<file path="config.mk">
export PLATFORM = sky130hd
export DESIGN_NAME = nand_bist_ctrl
export DESIGN_NICKNAME = d
export VERILOG_FILES = /design/src/rtl/nand_bist_pkg.sv /design/src/rtl/nand_bist_ctrl.sv
export SDC_FILE = /design/constraint.sdc
export NUM_CORES = 1
export LEC_CHECK = 0
export BUFFER_PORTS_ARGS = -buffer_cell sky130_fd_sc_hd__buf_2
export CAP_MARGIN = 20
export CELL_PAD_IN_SITES_DETAIL_PLACEMENT = 1
export CELL_PAD_IN_SITES_GLOBAL_PLACEMENT = 1
export CORE_AREA = 4 4 68 51
export CTS_CLUSTER_DIAMETER = 120
export DETAILED_ROUTE_END_ITERATION = 7
export DIE_AREA = 0 0 72 55
export GPL_TIMING_DRIVEN = 0
export PLACE_DENSITY = 0.72
export REMOVE_ABC_BUFFERS = 1
export SYNTH_ARGS = -nofsm -noshare
export SYNTH_HDL_FRONTEND = slang
export SYNTH_SLANG_ARGS = --single-unit
</file>
<file path="constraint.sdc">
create_clock -name clk -period 3.65 [get_ports clk]
set_clock_uncertainty 0.1 [all_clocks]
set_input_delay 0.1825 -clock clk [delete_from_list [all_inputs] [get_ports clk]]
set_output_delay 0.1825 -clock clk [all_outputs]
set_load 0.05 [all_outputs]
</file>
<file path="src/rtl/nand_bist_pkg.sv">
// nand_bist_pkg: shared types and constants for the NAND gate self-test controller.
package nand_bist_pkg;
   typedef enum logic [1:0] {IDLE, SETTLE, SAMPLE} state_t;
   localparam int NUM_VECTORS = 4;
   localparam int ERR_W = 3;
   function automatic logic nand_expected(input logic a, input logic b);
      return ~(a & b);
   endfunction
endpackage

</file>
<file path="src/rtl/nand_bist_ctrl.sv">
// nand_bist_ctrl: drives the four NAND input vectors, samples Y after a settle time, reports results.
// Optional NAND_BIST_LOOP_EN: back-to-back passes with accumulated results while start stays high.
module nand_bist_ctrl
   import nand_bist_pkg::*;
#(
   parameter int SETTLE_CYCLES = 2
) (
   input  logic             clk,
   input  logic             rst_n,
   input  logic             start,
   output logic             A,
   output logic             B,
   input  logic             Y,
   output logic             busy,
   output logic             done,
   output logic             pass,
   output logic [ERR_W-1:0] err_count,
   output logic [3:0]       fail_vec
);
   localparam logic [3:0] RELOAD = 4'(SETTLE_CYCLES - 1);
   state_t state, state_nxt;
   logic [3:0] cnt;
   logic last, mismatch, loop_again;
   logic [ERR_W-1:0] err_nxt;
   // {A,B} doubles as the vector index, so no separate index register is kept
   assign last = {A, B} == 2'(NUM_VECTORS - 1);
   assign mismatch = Y != nand_expected(A, B);
   assign err_nxt = (mismatch && err_count != '1) ? err_count + ERR_W'(1) : err_count;
`ifdef NAND_BIST_LOOP_EN
   assign loop_again = start;
`else
   assign loop_again = 1'b0;
`endif
   always_ff @(posedge clk or negedge rst_n)
      if (!rst_n) state <= IDLE;
      else state <= state_nxt;
   always_comb
      state_nxt = state == IDLE   ? (start ? SETTLE : IDLE)
                : state == SETTLE ? (cnt == 4'd0 ? SAMPLE : SETTLE)
                : (last && !loop_again) ? IDLE : SETTLE;
   always_comb
      busy = state != IDLE;
   always_ff @(posedge clk or negedge rst_n)
      if (!rst_n) begin
         A <= 1'b0;
         B <= 1'b0;
         cnt <= 4'd0;
         done <= 1'b0;
         pass <= 1'b0;
         err_count <= '0;
         fail_vec <= 4'd0;
      end else begin
         done <= 1'b0;
         case (state)
            IDLE:
               if (start) begin
                  {A, B} <= 2'b00;
                  cnt <= RELOAD;
                  pass <= 1'b0;
                  err_count <= '0;
                  fail_vec <= 4'd0;
               end
            SETTLE:
               if (cnt != 4'd0) cnt <= cnt - 4'd1;
            SAMPLE: begin
               err_count <= err_nxt;
               if (mismatch) fail_vec[{A, B}] <= 1'b1;
               cnt <= RELOAD;
               {A, B} <= last ? 2'b00 : {A, B} + 2'd1;
               if (last) begin
                  done <= 1'b1;
                  pass <= err_nxt == '0;
               end
            end
            default: ;
         endcase
      end
endmodule

</file>
# Yosys cells after proc, flatten, opt, wreduce, memory -nomap -nowiden
# Index checks and enable logic that the tools add are counted.
[word_totals]
ff_bits = 17
inputBits = 4
[classes]
n_addsub = 3
magnitude_cmp = 2
eq_ne = 9
mux = 24
bitwise_logic = 3
n_reduce_logical = 13
[ops]
columns = ["operator", "count"]
rows = [
  ["4-bit 2-to-1 mux", 4],
  ["4-bit case mux with 3 select lines", 1],
  ["3-bit AND reduction", 3],
  ["2-bit 2-to-1 mux", 4],
  ["4-bit case mux with 2 select lines", 1],
  ["1-bit 2-to-1 mux", 7],
  ["3-bit 2-to-1 mux", 2],
  ["2-bit != test (second input constant)", 3],
  ["1-bit case mux with 2 select lines", 3],
  ["3-bit case mux with 2 select lines", 1],
  ["2-bit == test (second input constant)", 2],
  ["4-bit zero test", 1],
  ["4-bit bitwise OR", 1],
  ["2-bit nonzero test", 2],
  ["4-bit nonzero test", 1],
  ["4-bit by 1-bit subtractor with 4-bit output (second input constant)", 1],
  ["3-bit by 1-bit adder with 3-bit output (second input constant)", 1],
  ["3-bit zero test", 1],
  ["2-bit by 3-bit < comparator with 1-bit output (second input constant)", 1],
  ["3-bit != test (second input constant)", 1],
  ["3-bit nonzero test", 1],
  ["2-bit by 1-bit adder with 2-bit output (second input constant)", 1],
  ["1-bit demux with 2-bit select", 1],
  ["2-bit by 1-bit == test with 1-bit output (second input constant)", 1],
  ["8 further kinds", 9],
]

# Depth between registers and ports, before layout
# Gate-level depths: netlist (run 1).
[logic_depth]
depth_word = 8
mapped_depth = 5
ltp_nobuf = 5

# Least setup slack after synthesis (run 1)
# No wires, ideal clock.
[synth_timing]
kind = "flip-flop to flip-flop"
start = "register B"
end = "register err_count[1]"
setup_time_ns = 0.125
t_arrival_ns = 1.650
required_ns = 3.425
setup_slack_ns = 1.775
stages_incl_launch_ff = 5
n_path_buf = 0
synth_period_minus_slack_ns = 1.875
path_cell_list = "dfrtp_1 ha_1 xnor2_2 nand3b_4 mux2_4"
[synth_via]
elab_chain_len = 6
[synth_lines]
columns = ["item", "line_no", "rtl"]
rows = [
  ["start, declared", "nand_bist_ctrl.sv:12", "output logic B,"],
  ["start signal, assigned", "nand_bist_ctrl.sv:69", "{A, B} <= last ? 2'b00 : {A, B} + 2'd1;"],
  ["1-bit AND", "nand_bist_pkg.sv:7", "return ~(a & b);"],
  ["1-bit inverter", "nand_bist_pkg.sv:7", ""],
  ["1-bit != test", "nand_bist_ctrl.sv:27", "assign mismatch = Y != nand_expected(A, B);"],
  ["1-bit logical AND", "nand_bist_ctrl.sv:28", "assign err_nxt = (mismatch && err_count != '1) ? err_count + ERR_W'(1) : err_count;"],
  ["3-bit 2-to-1 mux", "nand_bist_ctrl.sv:28", ""],
  ["3-bit case mux with 2 select lines", "nand_bist_ctrl.sv:54", "case (state)"],
  ["end signal, assigned", "nand_bist_ctrl.sv:66", "err_count <= err_nxt;"],
  ["end, declared", "nand_bist_ctrl.sv:17", "output logic [ERR_W-1:0] err_count,"],
]
# No other way between the ends.
# A chain may end at the register's enable or synchronous reset.

# Final worst setup path (run 1)
[layout_timing]
start = "register state[1]"
end = "register err_count[1]"
[layout_via]
elab_chain_len = 3
[layout_lines]
columns = ["item", "line_no", "rtl"]
rows = [
  ["start, declared", "nand_bist_ctrl.sv:21", "state_t state, state_nxt;"],
  ["start signal, assigned", "nand_bist_ctrl.sv:36", "else state <= state_nxt;"],
  ["2-bit == test or 2-bit zero test (tied branches)", "nand_bist_ctrl.sv:54", ""],
  ["2-bit nonzero test (no source line) or 2-bit != test (tied branches)", "-", ""],
  ["2-bit AND reduction (no source line)", "-", ""],
]
# Several ways; a longest one is shown, not always the timed one.

==> out/qor.yml, run 1 <==
design_area_sq_mm: 0.00111
clk_path_buf_depth: 2
crit_fanout: 15
setup_tns_ns: 0
clockPowerShare: 0.168
ys_warn_count: 0
h-tree-depth: 1
drt_iter0_markers: 46
crit_chain: "nor2b_1 > nand3b_4 > mux2_4"
cts-root-buf: "clkbuf_8"
path_buf_inv: 0
worst_path_max_delay_cell: "dfrtp_1"
synthCells: 89
yosys_register_bits: 17
vias_per_cell: 5.22
die-height_um: 55
grt_max_degree: 18
cts_tree: "done"
leakage_nw: 0.581
drt-total-wl_um: 2020
maxSlewViolCount: 0
port_buffers: 15
grt-ovfl-total: 0
nets: 118
drc_errors: 0
initial_core_util: 0.342
place_area_sq_mm: 0.00105
wl_per_cell_um: 14.2
maxCapViolations: 0
syn_area_sq_um: 946
gp_congestion: 0.794
ios: 16
rows: 16
critPathLaunchType: "flop"
area_delta_synth_final_pct: 17.1
timing.fmax_ghz: 0.506
via_count: 741
dieArea_sq_mm: 0.00396
drtPass1Iterations: 2
antenna_found_initial: 0
cts_resized: 0
end_kind: "flop"
power_frac_comb: 0.433
setup_viol: 0
cp.required_ns: 3.69
seq_power_share: 0.398
diodes: 0
rsz0062_at_grt: "no"
clk_pin_slew_ns: 0.06
coreArea_sq_mm: 0.00276
insertion_delay_ns: 0.25
post-route-worst-setup-slack_ns: 1.67
nFillCells: 320
max-slew-margin-rel: 0.566
dp_hpwl_um: 1590
avgSynthCellArea_sq_um: 10.6
switchingPower_uw: 371
vdd_drop_max_mv: 0.415
grt_pass1_vias: 733
cp_top_family: "simple AND/OR/NAND/NOR gates"
synthArstFlopShare: 1.00
hold_class: "in -> reg"
synth-seq-area-share: 0.450
final_antenna_net_count: 0
cts.sinks: 17
synth_cell_types: 34
criticalPathCategory: "reg -> reg"
arrival_ns: 2.02
swShare: 0.448
cp_slowest_stage_delay_ns: 0.64
fin_crit_sh: 0.542
synth_edf_count: 0
p_total_uw: 828
internal_power_uw: 457
hold_buffers: 1
numCtsBuffers: 3
grt_pass1_wl_um: 3570
track_usage: 0.120
synth_ff_type: "dfrtp_1"
hold_viol: 0
worstMarginPinSlew_ns: 0.650
drive_above_1_share: 0.236
dieWidth_um: 72
cts_setup_buffers: 0
finalCriticalPeriod_ns: 1.98
seqCellArea_sq_um: 425
status: "finished, final reports clean"
power.density_mw_per_mm2: 748
dp_slack_ns: 1.67
multi_input_area_sq_um: 479
[kinds of logic after synthesis]
family                   after synthesis  share of synthesized area
AND/OR/NAND/NOR                       28                      0.183
buffers and inverters                 10                     0.0437
adder cells (fa/ha/maj)                7                     0.0926
XOR/XNOR                               1                     0.0172
multiplexers                           4                     0.0529
flip-flops                            17                      0.450
AO/OA/AOI/OAI                         22                      0.161
[cells in the mapped netlist, types with 3 or more instances]
master / number / share of area
nand2_1: 4 / 0.016
nor2_1: 7 / 0.028
a31oi_1: 5 / 0.033
inv_1: 7 / 0.028
nand2b_1: 3 / 0.020
dfrtp_1: 17 / 0.45
ha_1: 7 / 0.093
nor3_1: 3 / 0.016
[area by class of cell]
cell class,count,share of cell area
Clock buffer,3,0.0373
Tap cell,36,0.0407
Clock inverter,1,0.00452
Multi-Input combinational cell,62,0.433
Sequential cell,17,0.384
Inverter,7,0.0237
Timing Repair Buffer,16,0.0768
[metal layers]
layer	wire (um)	vias up	global-route usage
met1	1020	371	0.167
met3	92	4	0.0451
li1	-	354	-
met5	0	-	0
met4	17	0	0.0281
met2	893	12	0.177
[flip-flops by register name, summed over array words and instances (netlist names)]
register and flops:
err_count 3, pass 1, B 1, state 2, cnt 4, fail_vec 4
A 1, done 1
[per-stage QoR]
stage | hold slack [ns] | util | std cells
2_1_floorplan | -0.213 | - | 86
3_3_place_gp | 0.0285 | 0.380 | 137
3_5_place_dp | 0.0303 | 0.380 | 137
4_1_cts | 0.178 | 0.401 | 142
5_1_grt | 0.192 | 0.401 | 142
6_report | 0.193 | 0.401 | 142
[final timing paths]
| kind | start | end | slack, ns | cells past startpoint |
|---|---|---|---|---|
| min in group asynchronous | rst_n | fail_vec[2] | 0.28 | 2 |
| max in group asynchronous | rst_n | cnt[2] | 2.90 | 2 |
| setup / recovery | state[1] | err_count[1] | 1.67 | 3 |
| hold reg to reg | fail_vec[0] | fail_vec[0] | 0.41 | 2 |
| hold / removal | Y | fail_vec[3] | 0.19 | 3 |
| setup reg to reg | state[1] | err_count[1] | 1.67 | 3 |
[tightest hold or removal path, stage by stage]
cell and delay (ns):
buf_2 0.14, a31oi_1 0.10, nor2_1 0.08
[placed cells by master, fill, tap and decap left out, drive strengths merged, types with 2 or more instances in the layout]
cell type / instances
dfrtp: 17
buf: 15
inv: 7
nor2: 7
ha: 7
a31oi: 5
nand2: 4
o21ai: 4
nand2b: 3
nor3: 3
clkbuf: 3
nor2b: 2
and2b: 2
mux2: 2
a32oi: 2
o22ai: 2
mux2i: 2
a22o: 2
nor3b: 2
[power by group through the flow]
stage | Clock (mW) | Combinational (mW) | Sequential (mW)
3_3_place_gp | 0 | 0.352 | 0.326
5_1_grt | 0.156 | 0.401 | 0.344
6_report | 0.140 | 0.359 | 0.330
2_1_floorplan | 0 | 0.211 | 0.384
3_5_place_dp | 0 | 0.362 | 0.333
4_1_cts | 0.146 | 0.365 | 0.329
Note: power is estimated with default switching activity, not from simulation.
==> inputs of run 2 (changes only) <==
- ABC_AREA: unset -> 1
- PLACE_DENSITY: 0.72 -> 0.78
- clock period: 3.65 -> 1.8 ns (I/O delays scaled with it)
==> run 2 against run 1 <==
  * Hold slack lost 0.14 ns
  * Die area did not move
  * Cell count grew 21%
  * Global-route usage increased by 0.78 points
  * Synthesized cell count is 30% higher
  * Highest routed layer unchanged
  * Combinational power grew to 2.7 times the previous value
  * Critical endpoint is now pass
  * Utilization is 1.4 points higher
  * Non-clock buffer count unchanged
  * Count of clock-buffer cells in the layout grew 1
  * Critical path depth rose by 6
  * Wire length up 4.6%
  * Maximum frequency rose by 25%
==> out/qor.yml, run 2 <==
synth_common_cells: "nand2_1 (32), dfrtp_1 (17), inv_1 (11)"  # was dfrtp_1 (17), ha_1 (7), inv_1 (7), nor2_1 (7), a31oi_1 (5)
clk_pin_slew_ns: 0.06  # about the same
grt_pass1_vias: 876  # was 733
maxSlewViolCount: 0  # unchanged
vdd_drop_max_mv: 0.757  # was 0.415 mV
drtPass1Iterations: 4  # was 2
cts_tree: "done"  # unchanged
max-slew-margin-rel: 0.734  # was 0.566
diodes: 0  # unchanged
synth_edf_count: 0  # unchanged
dieArea_sq_mm: 0.00396  # unchanged
port_buffers: 15  # unchanged
drc_errors: 0  # unchanged
clockPowerShare: 0.157  # was 0.168
dieWidth_um: 72  # unchanged
r2r_end: "pass"  # was err_count[1]
nFillCells: 350  # was 320
final_antenna_net_count: 0  # unchanged
p_total_mw: 1.83  # was 828 uW
rows: 16  # unchanged
drive_above_1_share: 0.294  # was 0.236
ys_warn_count: 0  # unchanged
critPathLaunchType: "flop"  # unchanged
synth_top_area_cell: "dfrtp_1"  # unchanged
top_regs: "cnt x4, fail_vec x4, err_count x3"  # unchanged
cp-startpoint: "err_count[0]"  # was state[1]
drt_iter0_markers: 15  # was 46
antenna_found_initial: 0  # unchanged
initial_core_util: 0.350  # was 0.342
grt_max_degree: 18  # unchanged
cts_setup_buffers: 0  # unchanged
hold_viol: 0  # unchanged
switchingPower_uw: 909  # was 371 uW
insertion_delay_ns: 0.25  # about the same
timing.fmax_ghz: 0.630  # was 0.506 GHz
grt-ovfl-total: 0  # unchanged
swShare: 0.497  # was 0.448
fin_util: 0.415  # was 0.401
cts.sinks: 17  # unchanged
end_kind: "flop"  # unchanged
synth_area_leaders: "dfrtp_1 (44%), nand2_1 (12%), ha_1 (9.1%), inv_1 (4.3%), nand3_1 (4.1%)"  # was dfrtp_1 (45%), ha_1 (9.3%), a31oi_1 (3.3%), mux2_4 (3.2%), inv_1 (2.8%)
yosys_register_bits: 17  # unchanged
final_common_cell: "nand2_1"  # was dfrtp_1
vias_per_cell: 4.58  # was 5.22
power.density_mw_per_mm2: 1590  # was 748 mW/mm^2
status: "finished, final reports clean"  # unchanged
cts-root-buf: "clkbuf_8"  # unchanged
synth-seq-area-share: 0.440  # was 0.450
internal_power_uw: 919  # was 457 uW
worstMarginPinSlew_ns: 0.399  # was 0.650 ns
maxCapViolations: 0  # unchanged
coreArea_sq_mm: 0.00276  # unchanged
gp_congestion: 0.751  # was 0.794
setup_viol: 0  # unchanged
avgSynthCellArea_sq_um: 8.33  # was 10.6 sq um
arrival_ns: 1.68  # was 2.02 ns
synthCells: 116  # was 89
nets: 148  # was 118
reg2reg_from: "err_count[0]"  # was state[1]
finalCriticalPeriod_ns: 1.59  # was 1.98 ns
final_cell_mix: "nand2_1 (32), dfrtp_1 (17), buf_2 (15)"  # was dfrtp_1 (17), buf_2 (15), inv_1 (7), nor2_1 (7), ha_1 (7)
criticalPathCategory: "reg -> reg"  # unchanged
power_frac_comb: 0.532  # was 0.433
synthArstFlopShare: 1.00  # unchanged
wl_per_cell_um: 12.3  # was 14.2 um
post-synth-top-count-cell: "nand2_1"  # was dfrtp_1
ios: 16  # unchanged
area_delta_synth_final_pct: 18.7  # was 17.1%
syn_area_sq_um: 966  # was 946 sq um
grt_pass1_wl_um: 3810  # was 3570 um
track_usage: 0.128  # was 0.120
rsz0062_at_grt: "no"  # unchanged
r2r_slack_ns: 0.21  # was 1.67 ns
seq_power_share: 0.312  # was 0.398
rr_worst_depth: 9  # was 3
leakage_nw: 0.627  # was 0.581 nW
synth_cell_types: 21  # was 34
worstSetupEndpoint: "pass"  # was err_count[1]
clk_path_buf_depth: 2  # unchanged
hold_class: "in -> reg"  # unchanged
synth_top_area_frac: 0.440  # was 0.450
setup_tns_ns: 0  # unchanged
h-tree-depth: 1  # unchanged
numCtsBuffers: 3  # unchanged
dp_hpwl_um: 1680  # was 1590 um
crit_fanout: 4  # was 15
fin_crit_sh: 0.882  # was 0.542
synth_ff_type: "dfrtp_1"  # unchanged
drt-total-wl_um: 2110  # was 2020 um
via_count: 788  # was 741
die-height_um: 55  # unchanged
cp.required_ns: 1.89  # was 3.69 ns
## run 2: cell types whose count changed in the layout (fill, tap and decap cells not counted), sizes merged, moves of 3 or more
cell    change
nand3      +10
inv        +14
a31oi       -5
nand2b      -3
o21ai       +3
nand2      +31
a21oi       +4
nor2        +4
## run 2: kinds of logic (layout without fill, tap and decap cells)
group,count (synthesis),in the layout,share of synthesized area
compound gates,13,13,0.0777
fa+ha+maj,7,7,0.0907
flops,17,17,0.440
simple gates,58,58,0.304
buf+inv,21,41,0.0868
## run 2: cell type report
cell class	instances	area, sq um	area share
Multi-Input combinational cell	78	462	0.403
Sequential cell	17	425	0.371
Timing Repair Buffer	16	85.1	0.0742
Inverter	21	83.8	0.0731
Clock buffer	4	45.0	0.0393
Tap cell	36	45.0	0.0393
## run 2: critical path: stages, from the launching register on
cell,delay (ns)
dfrtp_1,0.42
ha_1,0.22
ha_1,0.17
inv_1,0.12
nand3_2,0.12
nand2_1,0.07
nand2_1,0.06
nor2_1,0.13
nand2_1,0.06
nand2_1,0.06
## run 2: how the worst min path moves through the flow
| stage | startpoint | endpoint | slack [ns] | cells after the start |
|---|---|---|---|---|
| 2_1_floorplan | rst_n | A | -0.31 | 0 |
| 3_3_place_gp | rst_n | state[1] | -0.06 | 1 |
| 3_5_place_dp | rst_n | state[1] | -0.06 | 1 |
| 4_1_cts | start | state[0] | 0.05 | 3 |
| 5_1_grt | start | state[0] | 0.06 | 3 |
| 6_report | start | state[0] | 0.06 | 3 |
## run 2: routing by layer
metal | GRT usage | vias to the layer above | share of wire
li1 | - | 399 | -
met5 | 0 | - | 0
met1 | 0.155 | 370 | 0.48
met2 | 0.218 | 14 | 0.46
met3 | 0.0289 | 5 | 0.038
met4 | 0.0656 | 0 | 0.022
## run 2: stage by stage
stage	hold slack [ns]	instances	worst slack, ns	area [sq um]
after CTS	0.0541	172	0.152	1140
final	0.0567	172	0.212	1150
after global routing	0.0599	172	0.0292	1150
after detailed placement	-0.0561	167	0.166	1090
after floorplan	-0.306	116	0.106	966
after global placement	-0.0608	167	0.201	1090
## run 2: timing repair
item | in CTS | in global routing
gates resized for setup | 0 | 1
hold buffers | 1 | 0
setup endpoints to repair | 0 | 1
hold endpoints to repair | 17 | 0
## run 2: power by group through the flow
stage / Combinational [mW] / Clock (mW) / Sequential, mW
2_1_floorplan: 0.622 / 0 / 0.720
3_3_place_gp: 0.950 / 0 / 0.570
3_5_place_dp: 0.984 / 0 / 0.580
4_1_cts: 0.992 / 0.301 / 0.571
5_1_grt: 1.08 / 0.320 / 0.583
6_report: 0.972 / 0.286 / 0.569
